File: config.mk
export PLATFORM = sky130hd
export DESIGN_NAME = frame_stream_arbiter
export DESIGN_NICKNAME = d
export VERILOG_FILES = /design/src/rtl/frame_stream_arbiter.sv
export SDC_FILE = /design/constraint.sdc
export NUM_CORES = 1
export LEC_CHECK = 0
export BUFFER_PORTS_ARGS = -buffer_cell sky130_fd_sc_hd__buf_4
export CAP_MARGIN = 20
export CORE_AREA = 2 2 91 93
export DETAILED_ROUTE_END_ITERATION = 10
export DIE_AREA = 0 0 93 95
export GPL_TIMING_DRIVEN = 0
export PLACE_DENSITY = 0.67
export SLEW_MARGIN = 20
export SYNTH_ARGS = -nofsm -noshare
export SYNTH_HDL_FRONTEND = slang
export SYNTH_SLANG_ARGS = --single-unit
File: constraint.sdc
create_clock -name ACLK -period 2.25 [get_ports ACLK]
set_input_delay 0.225 -clock ACLK [delete_from_list [all_inputs] [get_ports ACLK]]
set_output_delay 0.225 -clock ACLK [all_outputs]
set_load 0.1 [all_outputs]
File: src/rtl/frame_stream_arbiter.sv
// Round-robin, frame-atomic arbiter that merges NUM_SRC AXI-Stream sources onto one path; 1-cycle arbitration,
// data passes combinationally while ACTIVE; M_AXIS_tready mirrors to the owner only; runaway frames are cut and drained.
module frame_stream_arbiter #(
  parameter int NUM_SRC    = 2,
  parameter int DATA_WIDTH = 64,
  parameter int KEEP_WIDTH = 8,
  parameter int MAX_BEATS  = 1024
) (
  input  logic                           ACLK,
  input  logic                           ARESETN,
  input  logic [NUM_SRC*DATA_WIDTH-1:0]  S_AXIS_tdata,
  input  logic [NUM_SRC*KEEP_WIDTH-1:0]  S_AXIS_tkeep,
  input  logic [NUM_SRC-1:0]             S_AXIS_tvalid,
  input  logic [NUM_SRC-1:0]             S_AXIS_tlast,
  output logic [NUM_SRC-1:0]             S_AXIS_tready,
  output logic [DATA_WIDTH-1:0]          M_AXIS_tdata,
  output logic [KEEP_WIDTH-1:0]          M_AXIS_tkeep,
  output logic                           M_AXIS_tvalid,
  output logic                           M_AXIS_tlast,
  input  logic                           M_AXIS_tready,
  input  logic [NUM_SRC-1:0]             Src_Enable,
  output logic [NUM_SRC-1:0]             Grant,
  output logic                           Truncated,
  output logic [1:0]                     Arb_State
);

  localparam int IDX_W = (NUM_SRC > 1) ? $clog2(NUM_SRC) : 1;
  localparam int CNT_W = $clog2(MAX_BEATS);

  typedef enum logic [1:0] {
    IDLE   = 2'd0,
    ACTIVE = 2'd1,
    DRAIN  = 2'd2
  } state_e;

  state_e             state_q, state_d;
  logic [NUM_SRC-1:0] grant_q, grant_d;
  logic [IDX_W-1:0]   last_q, last_d;
  logic [CNT_W-1:0]   cnt_q, cnt_d;
  logic               trunc_q, trunc_d;

  always_ff @(posedge ACLK or negedge ARESETN) begin
    if (!ARESETN) begin
      state_q <= IDLE;
      grant_q <= '0;
      last_q  <= IDX_W'(NUM_SRC - 1);
      cnt_q   <= '0;
      trunc_q <= 1'b0;
    end else begin
      state_q <= state_d;
      grant_q <= grant_d;
      last_q  <= last_d;
      cnt_q   <= cnt_d;
      trunc_q <= trunc_d;
    end
  end

  // One-hot grant selects the owner's beat with an AND-OR mux.
  logic [DATA_WIDTH-1:0] sel_data;
  logic [KEEP_WIDTH-1:0] sel_keep;
  logic                  sel_vld;
  logic                  sel_last;

  always_comb begin
    sel_data = '0;
    sel_keep = '0;
    sel_vld  = 1'b0;
    sel_last = 1'b0;
    for (int i = 0; i < NUM_SRC; i++) begin
      sel_data = sel_data | ({DATA_WIDTH{grant_q[i]}} & S_AXIS_tdata[i*DATA_WIDTH +: DATA_WIDTH]);
      sel_keep = sel_keep | ({KEEP_WIDTH{grant_q[i]}} & S_AXIS_tkeep[i*KEEP_WIDTH +: KEEP_WIDTH]);
      sel_vld  = sel_vld  | (grant_q[i] & S_AXIS_tvalid[i]);
      sel_last = sel_last | (grant_q[i] & S_AXIS_tlast[i]);
    end
  end

  // Rotate candidates so bit 0 is last_grant+1, take the lowest set bit, then map back.
  logic [NUM_SRC-1:0]   cand;
  logic [2*NUM_SRC-1:0] cand2;
  logic [NUM_SRC-1:0]   rot;
  logic [IDX_W:0]       start;
  logic [IDX_W+1:0]     win_sum;
  logic                 win_vld;
  logic [IDX_W-1:0]     win_idx;
  logic [NUM_SRC-1:0]   win_oh;

  always_comb begin
    cand    = S_AXIS_tvalid & Src_Enable;
    cand2   = {cand, cand};
    start   = {1'b0, last_q} + 1'b1;
    rot     = cand2[start +: NUM_SRC];
    win_vld = 1'b0;
    win_sum = '0;
    for (int j = NUM_SRC - 1; j >= 0; j--) begin
      if (rot[j]) begin
        win_vld = 1'b1;
        win_sum = (IDX_W+2)'(j) + (IDX_W+2)'(start);
      end
    end
    if (win_sum >= (IDX_W+2)'(NUM_SRC)) win_sum = win_sum - (IDX_W+2)'(NUM_SRC);
    win_idx = win_sum[IDX_W-1:0];
    for (int i = 0; i < NUM_SRC; i++) win_oh[i] = (win_idx == IDX_W'(i));
  end

  logic force_last;
  assign force_last = (cnt_q == CNT_W'(MAX_BEATS - 1));

  always_comb begin
    state_d       = state_q;
    grant_d       = grant_q;
    last_d        = last_q;
    cnt_d         = cnt_q;
    trunc_d       = 1'b0;
    S_AXIS_tready = '0;
    M_AXIS_tdata  = '0;
    M_AXIS_tkeep  = '0;
    M_AXIS_tvalid = 1'b0;
    M_AXIS_tlast  = 1'b0;
    case (state_q)
      IDLE: begin
        if (win_vld) begin
          state_d = ACTIVE;
          grant_d = win_oh;
          last_d  = win_idx;
          cnt_d   = '0;
        end
      end
      ACTIVE: begin
        M_AXIS_tdata  = sel_data;
        M_AXIS_tkeep  = sel_keep;
        M_AXIS_tvalid = sel_vld;
        M_AXIS_tlast  = sel_last | force_last;
        S_AXIS_tready = grant_q & {NUM_SRC{M_AXIS_tready}};
        if (sel_vld && M_AXIS_tready) begin
          cnt_d = cnt_q + 1'b1;
          if (sel_last) begin
            state_d = IDLE;
            grant_d = '0;
          end else if (force_last) begin
            state_d = DRAIN;
            trunc_d = 1'b1;
          end
        end
      end
      DRAIN: begin
        // Tail of a truncated frame is swallowed without reaching the frame former.
        S_AXIS_tready = grant_q;
        if (sel_vld && sel_last) begin
          state_d = IDLE;
          grant_d = '0;
        end
      end
      default: begin
        state_d = IDLE;
        grant_d = '0;
      end
    endcase
  end

  assign Grant     = grant_q;
  assign Truncated = trunc_q;
  assign Arb_State = state_q;

endmodule

# [After elaboration in Yosys (flattened, before gate mapping)]
# Index checks and enable logic that the tools add are counted.
[totals] wordCells=70 out_inout_bits=81 in_bits=153 regBits=16
[classes] muxes=27 n_eq_ne=8 shifts=1 order_cmp=1 n_addsub=4 reduce_logical=8 n_bitwise=16
[op_table] operator="$and A64 B64 Y64" count=2
[op_table] operator="$mux W64" count=1
[op_table] operator="$or A64 B64 Y64" count=1
[op_table] operator="$mux W10" count=2
[op_table] operator="$pmux W10 S2" count=1
[op_table] operator="$and A8 B8 Y8" count=2
[op_table] operator="$mux W2" count=8
[op_table] operator="$pmux W2 S3" count=2
[op_table] operator="$add A10 B1 Y10 const B" count=1
[op_table] operator="$eq A10 B10 Y1 const B" count=1
[op_table] operator="$mux W1" count=9
[op_table] operator="$mux W8" count=1
[op_table] operator="$ne A2 B2 Y1 const B" count=4
[op_table] operator="$or A8 B8 Y8" count=1
[op_table] operator="$reduce_and A4 Y1" count=2
[op_table] operator="$mux W3" count=2
[op_table] operator="$and A1 B1 Y1" count=4
[op_table] operator="$and A2 B2 Y2" count=2
[op_table] operator="$pmux W2 S2" count=1
[op_table] operator="$shiftx A4 B3 Y2" count=1
[op_table] operator="$add A1 B2 Y3 const A" count=1
[op_table] operator="$ge A3 B2 Y1 const B" count=1
[op_table] operator="$ne A3 B3 Y1 const B" count=1
[op_table] operator="$or A1 B1 Y1" count=3
[op_table] operator="other kinds (10)" count=11

# [Logic depth before layout (Yosys ltp)]
# Gate-level depths: netlist (run 1).
[logic_depth] ltp_word=9 mapped_depth=8 depth_no_buf=7

# [Least setup slack after synthesis (run 1)]
# OpenSTA, ideal clock, no wires.
[synth_timing] path_type="reg2out" from="reg grant_q[1] (netlist: Grant[1])" to="out M_AXIS_tdata[10]" t_required_ns=2.025 arrival_ns=3.188 n_path_buf=3 setup_slack_ns=-1.163 path_stages_with_launch=6 path_cell_list="dfrtp_1 buf_4 clkbuf_1 clkbuf_1 a22oi_1 nor2b_1"
[synth_via] elab_chain_cells=3
[synth_rtl] item="from (decl)" line_no="37" text="logic [NUM_SRC-1:0] grant_q, grant_d;"
[synth_rtl] item="from (signal assigned)" line_no="51" text="grant_q <= grant_d;"
[synth_rtl] item="$and A64 B64 Y64" line_no="70" text="sel_data = sel_data | ({DATA_WIDTH{grant_q[i]}} & S_AXIS_tdata[i*DATA_WIDTH +: DATA_WIDTH]);"
[synth_rtl] item="$or A64 B64 Y64" line_no="70"
[synth_rtl] item="$mux W64" line_no="119" text="case (state_q)"
[synth_rtl] item="to (decl)" line_no="16" text="output logic [DATA_WIDTH-1:0] M_AXIS_tdata,"
# No other way between the ends.

# [Worst setup path after layout (run 1)]
[layout_timing] from="reg state_q[1] (netlist: Arb_State[1])" to="out M_AXIS_tdata[5]"
[layout_via] elab_chain_cells=2
[layout_rtl] item="from (decl)" line_no="36" text="state_e state_q, state_d;"
[layout_rtl] item="from (signal assigned)" line_no="50" text="state_q <= state_d;"
[layout_rtl] item="$eq A2 B1 Y1" line_no="119"
[layout_rtl] item="$mux W64" line_no="119"
# No other way between the ends.

==> results by group, run 1 <==
Layout
  • N_diodes: 0
  • Register area: 414 sq um
  • Final instance area: just under 5000 sq um
  • Fin nets: 670
  • Layout cells sized above 1: 0.664
  • Final std cells w/o fill: 617
  • Layout area overhead: 130%
  • Fin util: 0.617
  • Area of the multi-input gates: 2120 sq um
  • Fill cell count: 733

Global routing
  • GRT Total Usage: 0.220
  • Vias in the first global route: between 3000 and 4000
  • Initial antenna violation count: 0
  • Largest net degree at the start of global routing: 17
  • First-pass GRT wire length: 15.6 mm
  • Overflow left after global routing: 0

Placement
  • Hpwl dp: between 8 and 9 mm
  • DP Worst Slack: 0.0225 ns
  • Placed Area: roughly 4600 sq um
  • Port buffer count: 233
  • Placer Congestion: a little under 0.8
  • Placed Instances: 614

Logic synthesis
  • Synth warnings: 0
  • Post-synth EDFFs: 0
  • #FFs+latches synth: 16
  • Top post-synthesis cells by area: a22oi_1 (26%), nor2b_1 (21%), dfrtp_1 (18%)
  • Post-synthesis sequential area ratio: 0.188
  • Synth top cells by count: a22oi_1 (73), nor2b_1 (73), clkbuf_1 (15), dfrtp_1 (15)
  • Post-synth top flop: dfrtp_1
  • Area share of the largest cell type after synthesis: 0.257
  • Post-Synthesis Cells: 276
  • Avg Inst Size Synth: around 7.7 sq um
  • Synth area leader: a22oi_1
  • Mapped Nets: 433
  • Post-synthesis cell area: roughly 2100 sq um
  • Ys async rst share: 1.00
  • Post-synth cell types: 46

Route
  • Met3 wire len: 944 um
  • Post-DR vias/cell: 5.06
  • Initial DRC count: 101
  • Drt wl/cell: 17.3 um
  • Highest routed layer: met4
  • Routed via count: approximately 3100
  • Final Routed Wirelength: 10.7 mm
  • Metal2 WL: between 5 and 6 mm
  • TritonRoute pass-1 iters: 4
  • Post-route met1 wirelength: 4.01 mm
  • DRT antenna net count: 0
  • DRC Markers: 0

Clocking
  • Insertion delay to the later sink of the worst-skew pair: 0.26 ns
  • Clk pin slew, worst setup/hold paths: 0.07 ns
  • Post-CTS setup buffers: 0
  • Root buf cell: clkbuf_8
  • Number of buffers created by CTS: 3
  • Clk buf depth: 2
  • TritonCTS clock tree: built
  • H-Tree Depth: 1
  • Clock sink count: 16

Floorplan
  • Top-level port count: 234
  • Initial Util: 0.269
  • DIE WIDTH: 93 um
  • Die ar.: ~8800 sq um
  • CORE AREA: 7930 sq um
  • Chip Height: around 95 um
  • Site row count: 33

Min path
  • Hold Crit Class: in2reg

Timing
  • Fin. Hold Viols: 0
  • Worst hold margin: 0.175 ns
  • Max Fclk: between 400 and 500 MHz
  • Clk_skew: 0.00917 ns
  • Final setup TNS: 0 ns
  • Tcrit/Tclk final: 0.960
  • Worst slew margin: 0.687
  • # setup viols final: 0
  • Final Critical Period: 2.16 ns
  • Worst setup margin: 0.0906 ns
  • Worst Tran Pin Value: 0.469 ns
  • Max-slew violations: 0

Setup path
  • Critical Path Source Type: register
  • Worst EP required: 2.03 ns
  • CP Capture Type: output pin
  • Kind of critical path: reg2out
  • WP data arrival: 1.93 ns
  • Top fanout value on the critical path: 10

Flow run
  • Max-cap violation count: 0

Pwr
  • Power Density: around 1600 nW/um^2
  • Peak supply drop: about 1.1 mV
  • Tot Pwr: 7.70 mW
  • LEAKAGE: 2.27 nW

Outcome
  • Status: finished clean
## path summary, 6_finish.rpt
check / startpoint / to / slack (ns) / cells after the start
min: Src_Enable[0] / last_q / 0.17 / 2
max: Arb_State[1] / M_AXIS_tdata[5] / 0.09 / 6
min reg2reg: cnt_q[4] / cnt_q[4] / 0.54 / 2
max in group asynchronous: ARESETN / last_q / 1.62 / 2
max reg2reg: Arb_State[0] / cnt_q[8] / 0.17 / 7
min in group asynchronous: ARESETN / cnt_q[7] / 0.37 / 2
## cells in the final DEF (no fill, tap or decap), types with 2 or more instances in the layout
cell type / instances
buf_4: 163
a22oi_1: 73
buf_6: 70
nor2b_4: 68
dfrtp_1: 11
buf_1: 8
nor2_1: 8
clkbuf_1: 7
nand3_1: 6
nand2_1: 6
o21ai_0: 6
inv_1: 5
a22o_1: 5
nor3_1: 5
buf_2: 4
a21oi_1: 4
nor2b_2: 4
nand4_1: 4
dfrtp_4: 3
and2_2: 3
ha_1: 3
clkbuf_8: 3
buf_8: 3
clkbuf_4: 2
clkbuf_2: 2
and3_1: 2
a22o_2: 2
a31oi_1: 2
a21o_1: 2
xnor2_1: 2
xor2_1: 2
## final cells by class
class,instances,area share
plain buffers,25,0.0253
clock buffers,4,0.00920
inverters,5,0.00383
multi-input cells,228,0.433
flip-flops and latches,16,0.0846
well taps,105,0.0268
repair buffers,234,0.417
## cell families (layout without fill, tap and decap cells)
logic type	after synthesis	count (layout)	share of synthesized area
XOR/XNOR	4	4	0.0164
AO/OA/AOI/OAI	102	102	0.364
multiplexers	2	2	0.00998
buffers and inverters	32	268	0.0640
adder cells (fa/ha/maj)	4	4	0.0235
flip-flops	16	16	0.188
AND/OR/NAND/NOR	116	116	0.334
## worst max-delay path, stage by stage, from the launching register on
cell,delay [ns]
dfrtp_4,0.49
inv_1,0.09
ha_2,0.26
buf_6,0.17
buf_2,0.24
nor2b_4,0.19
buf_6,0.23
## routing by layer
layer  global-route usage  vias up
li1                     -     1500
met1                0.258     1474
met2                0.396      135
met3               0.0718       16
met4               0.0392        0
met5                    0        -
## power breakdown
part	switching, mW	total (mW)	internal, mW
sequential	0.0966	0.464	0.367
combinational	4.75	7.01	2.26
clock	0.104	0.229	0.126
total	4.95	7.70	2.75
## state kept, by name, indices dropped and copies added (netlist names)
| register | flops |
|---|---|
| Arb_State | 2 |
| Grant | 2 |
| Truncated | 1 |
| cnt_q | 10 |
| last_q | 1 |
## repair_timing
item	CTS	global route
hold buffers	1	0
gates resized for setup	18	72
setup endpoints to repair	71	72
hold endpoints to repair	15	0
Power figures use the tool's default switching activity.
==> run 2: changes to the inputs <==
--- a/config.mk
+++ b/config.mk
@@ -7,11 +7,11 @@
 export LEC_CHECK = 0
 export BUFFER_PORTS_ARGS = -buffer_cell sky130_fd_sc_hd__buf_4
 export CAP_MARGIN = 20
-export CORE_AREA = 2 2 91 93
+export CORE_AREA = 3 3 90 92
 export DETAILED_ROUTE_END_ITERATION = 10
 export DIE_AREA = 0 0 93 95
 export GPL_TIMING_DRIVEN = 0
-export PLACE_DENSITY = 0.67
+export PLACE_DENSITY = 0.7
 export SLEW_MARGIN = 20
 export SYNTH_ARGS = -nofsm -noshare
 export SYNTH_HDL_FRONTEND = slang
==> run 2 against run 1 <==
Effect of this change:
- clock skew shrank 0.0023 ns
- routed wire length rose by 1.4%
- combinational power fell by 1%
- sequential power up 0.9%
- final cell count is 0.97% lower
- sequential share of layout area up 0.16 points
- via count is the same
- non-clock buffer count unchanged
- design area decreased by 1.8%
- die area unchanged
- register-to-register slack worse by 0.08 ns
- critical path type unchanged
- largest cell class is now multi-input gates
- largest power group unchanged
==> results by group, run 2 (synthesis gave the netlist of run 1 again) <==
Floorplan
  • DIE WIDTH: 93 um
  • Chip Height: 95 um
  • Top-level port count: about 230
  • Die ar.: 8840 sq um
  • Initial Util: 0.292
  • CORE AREA: approximately 7300 sq um
  • Site row count: 31

Setup path
  • Buf/Inv on CP: 4
  • Critical path's slowest cell: dfrtp_4
  • CP Capture Type: output pin
  • WP data arrival: 1.96 ns
  • Cell family with the largest share of critical-path delay: buffers and inverters
  • R2R setup slack: 0.09 ns
  • Worst EP required: slightly above 2 ns
  • Critical Path Source Type: register
  • Kind of critical path: reg2out
  • Top fanout value on the critical path: 10
  • Critical-path cell list: inv_1 -> ha_2 -> buf_6 -> clkbuf_2 -> nor2b_4 -> buf_4
  • CP peak stage delay: 0.50 ns

Route
  • Final Routed Wirelength: 10.8 mm
  • Drt wl/cell: about 18 um
  • DRT antenna net count: 0
  • Routed via count: 3125
  • Post-DR vias/cell: roughly 5.1
  • Initial DRC count: 100
  • DRC Markers: 0
  • TritonRoute pass-1 iters: 5

Clocking
  • Clock sink count: 16
  • Clk pin slew, worst setup/hold paths: ~0.060 ns
  • Post-CTS setup buffers: 0
  • H-Tree Depth: 1
  • Root buf cell: clkbuf_8
  • Number of buffers created by CTS: 3
  • Insertion delay to the later sink of the worst-skew pair: between 0.2 and 0.3 ns
  • Clk buf depth: 2
  • TritonCTS clock tree: built

Timing
  • # setup viols final: 0
  • Fin. Hold Viols: 0
  • Max-slew violations: 0
  • Final setup TNS: 0 ns
  • Worst setup margin: ~0.061 ns
  • Tcrit/Tclk final: 0.973
  • RSZ-0062 raised after global routing: false
  • Worst Tran Pin Value: 0.515 ns
  • Max Fclk: 457 MHz
  • Worst slew margin: 0.657
  • Clk_skew: 0.00686 ns
  • Final Critical Period: 2.19 ns

Layout
  • Layout area overhead: 125%
  • N_diodes: 0
  • Final instance area: 4810 sq um
  • Commonest cells after routing, fill and taps aside: buf_4 (185), a22oi_1 (73), nor2b_4 (68)
  • Commonest non-fill, non-tap cell in the layout: buf_4
  • Reg with most FFs: cnt_q
  • Fin nets: 670
  • Max reg flops: 10
  • Layout cells sized above 1: 0.674

Global routing
  • Overflow left after global routing: 0
  • GRT Total Usage: 0.220
  • Largest net degree at the start of global routing: 17
  • First-pass GRT wire length: ~16 mm
  • Vias in the first global route: 3144
  • Initial antenna violation count: 0

Placement
  • Placed Area: about 4500 sq um
  • Hpwl dp: 8.84 mm
  • DP Worst Slack: -0.0800 ns
  • Port buffer count: 233
  • Placer Congestion: 0.823

Flow run
  • Max-cap violation count: 0

Pwr
  • Power Density: 1590 nW/um^2
  • LEAKAGE: 2.27 nW
  • Peak supply drop: 0.966 mV

Outcome
  • Status: finished clean

Min path
  • Hold Crit Class: in2reg
## run 2: cell types whose count changed in the layout (fill, tap and decap cells not counted), sizes merged
cell,before,now
clkbuf,14,20
buf,248,242
## run 2: area by class of cell
class / instances / area, sq um
well taps: 99 / 124
fillers: 634 / 2490
multi-input cells: 228 / 2120
plain buffers: 25 / 126
inverters: 5 / 18.8
clock buffers: 4 / 55.1
flip-flops and latches: 16 / 414
repair buffers: 234 / 1950
## run 2: path summary, 6_finish.rpt
kind | to | cells after the start | start
max | M_AXIS_tdata[6] | 6 | Arb_State[1]
min | last_q | 2 | Src_Enable[0]
max reg2reg | cnt_q[8] | 7 | Arb_State[0]
min reg2reg | last_q | 2 | last_q
max in group asynchronous | last_q | 2 | ARESETN
min in group asynchronous | Truncated | 2 | ARESETN
## run 2: report_power, final
group / internal [mW] / switching [mW] / total (mW)
Combinational: 2.18 / 4.74 / 6.92
Clock: 0.156 / 0.109 / 0.264
Sequential: 0.367 / 0.101 / 0.468
Total: 2.70 / 4.95 / 7.65
## run 2: repair_timing
action                     in CTS  in global routing
hold buffers                    1                  0
gates resized for setup        17                 48
gates cloned                    0                  0
setup endpoints to repair      72                 57
hold endpoints to repair       15                  0
## run 2: metrics by stage
stage / std cells / hold slack, ns / total power [mW] / util
floorplan: 276 / -0.0706 / 5.89 / -
finish: 611 / 0.176 / 7.65 / 0.659
global placement: 608 / 0.0971 / 7.11 / 0.623
detailed placement: 608 / 0.101 / 7.16 / 0.623
CTS: 611 / 0.175 / 7.49 / 0.637
global route: 611 / 0.205 / 7.96 / 0.659
## run 2: layer usage
metal,GRT usage,wire length (um),vias up
met3,0.0717,1010,8
met5,0,0,-
li1,-,-,1502
met2,0.422,5850,122
met4,0.0147,50,0
met1,0.247,3920,1493
==> run 3: changes to the inputs <==
==> constraint.sdc (replaced) <==
create_clock -name ACLK -period 2.25 [get_ports ACLK]
set_input_delay 0.3375 -clock ACLK [delete_from_list [all_inputs] [get_ports ACLK]]
set_output_delay 0.3375 -clock ACLK [all_outputs]
set_load 0.1 [all_outputs]
==> run 3 against run 2 <==
Effect of this change:
- critical path depth is the same
- first-iteration DRC count is 14% lower
- combinational power is 6.6% higher
- non-clock buffer count is 1 higher
- global-route usage increased by 1.5 points
- hold slack gained 0.11 ns
- utilization up 5.2 points
- register-to-register slack improved by 0.18 ns
- die area did not move
- flip-flop and latch count is the same
- final cell count increased by 0.16%
- sequential power increased by 1%
==> results by group, run 3 (synthesis gave the netlist of run 1 again) <==
Clocking
  • Insertion delay to the later sink of the worst-skew pair: 0.25 ns
  • Number of buffers created by CTS: 3
  • TritonCTS clock tree: built
  • Root buf cell: clkbuf_8
  • Clk pin slew, worst setup/hold paths: 0.06 ns
  • H-Tree Depth: 1
  • Clk buf depth: 2
  • Clock sink count: 16
  • Post-CTS setup buffers: 0

Floorplan
  • Chip Height: 95 um
  • Die ar.: 8840 sq um
  • Site row count: 31
  • CORE AREA: 7290 sq um
  • Initial Util: 0.292
  • DIE WIDTH: 93 um
  • Top-level port count: 234

Layout
  • Fin nets: 671
  • Reg with most FFs: cnt_q
  • Layout cells sized above 1: 0.764
  • Fill cell count: 579
  • Commonest cells after routing, fill and taps aside: buf_4 (164), nor2b_4 (69), buf_6 (64)
  • Commonest non-fill, non-tap cell in the layout: buf_4
  • N_diodes: 0
  • Layout area overhead: 143%
  • Final std cells w/o fill: 612
  • Max reg flops: 10
  • Fin util: 0.711
  • Final instance area: approximately 5200 sq um

Timing
  • Max-slew violations: 0
  • RSZ-0062 raised after global routing: true
  • Worst Tran Pin Value: between 0.4 and 0.5 ns
  • Max Fclk: around 450 MHz
  • Worst setup margin: around 0.047 ns
  • Clk_skew: 0.00384 ns
  • Worst slew margin: 0.684
  • Final setup TNS: 0 ns
  • # setup viols final: 0
  • Fin. Hold Viols: 0
  • Final Critical Period: 2.20 ns
  • Tcrit/Tclk final: 0.979
  • Worst hold margin: 0.291 ns

Route
  • Drt wl/cell: ~19 um
  • Initial DRC count: 86
  • Post-DR vias/cell: 5.20
  • DRT antenna net count: 0
  • TritonRoute pass-1 iters: 4
  • Final Routed Wirelength: 11.6 mm
  • DRC Markers: 0
  • Routed via count: 3181

Global routing
  • First-pass GRT wire length: 16.7 mm
  • GRT Total Usage: 0.235
  • Initial antenna violation count: 0
  • Largest net degree at the start of global routing: 17
  • Vias in the first global route: 3269
  • Overflow left after global routing: 0

Setup path
  • WP data arrival: 1.87 ns
  • Kind of critical path: reg2out
  • Top fanout value on the critical path: 10
  • CP Capture Type: output pin
  • Crit path from: Grant[1]
  • Reg2reg start: Arb_State[0]
  • Worst EP required: approximately 1.9 ns
  • Critical Path Source Type: register

Flow run
  • Max-cap violation count: 0

Pwr
  • Tot Pwr: 8.11 mW
  • Peak supply drop: 0.854 mV
  • Power Density: 1570 nW/um^2
  • LEAKAGE: 2.35 nW

Placement
  • Placed Area: 4570 sq um
  • Placer Congestion: 0.853
  • Placed Instances: 608
  • Hpwl dp: 9.23 mm
  • Port buffer count: 233
  • DP Worst Slack: -0.0189 ns

Outcome
  • Status: finished clean

Min path
  • Hold Crit Class: in2reg
  • Hold Startpoint: Src_Enable[0]
[run 3: what timing repair did]
item | in CTS | in global routing
hold endpoints to repair | 15 | 0
setup endpoints to repair | 72 | 73
resized for setup | 100 | 46
cloned | 0 | 0
hold buffers | 1 | 0
[run 3: report_power, final]
group	switching (mW)	total, mW	internal (mW)
sequential	0.102	0.474	0.372
clock	0.103	0.259	0.155
combinational	4.91	7.38	2.47
total	5.12	8.11	3.00
[run 3: worst paths after layout]
| check | slack [ns] | depth (start not counted) | to |
|---|---|---|---|
| setup / recovery | 0.05 | 6 | M_AXIS_tdata[36] |
| hold / removal | 0.29 | 2 | last_q |
| setup reg to reg | 0.27 | 7 | cnt_q[8] |
| hold reg to reg | 0.56 | 1 | last_q |
| max in group asynchronous | 1.52 | 2 | last_q |
| min in group asynchronous | 0.48 | 2 | cnt_q[7] |
[run 3: area by class of cell]
| cell class | instances | area [sq um] | share of cell area |
|---|---|---|---|
| Buffer | 26 | 170 | 0.0328 |
| Sequential cell | 16 | 417 | 0.0804 |
| Multi-Input combinational cell | 228 | 2320 | 0.449 |
| Timing Repair Buffer | 234 | 2070 | 0.400 |
| Tap cell | 99 | 124 | 0.0239 |
| Clock buffer | 4 | 55.1 | 0.0106 |
| Inverter | 5 | 18.8 | 0.00362 |
[run 3: per-layer routing]
metal,wire [um],up-vias,global-route usage
li1,-,1507,-
met1,4260,1503,0.271
met2,6170,155,0.435
met3,950,16,0.0558
met4,183,0,0.0598
met5,0,-,0
[run 3: worst max-delay path, stage by stage, from the launching register on]
cell      delay (ns)
dfrtp_4         0.48
buf_4           0.16
clkbuf_4        0.20
clkbuf_4        0.23
a22oi_1         0.29
nor2b_4         0.07
buf_6           0.19
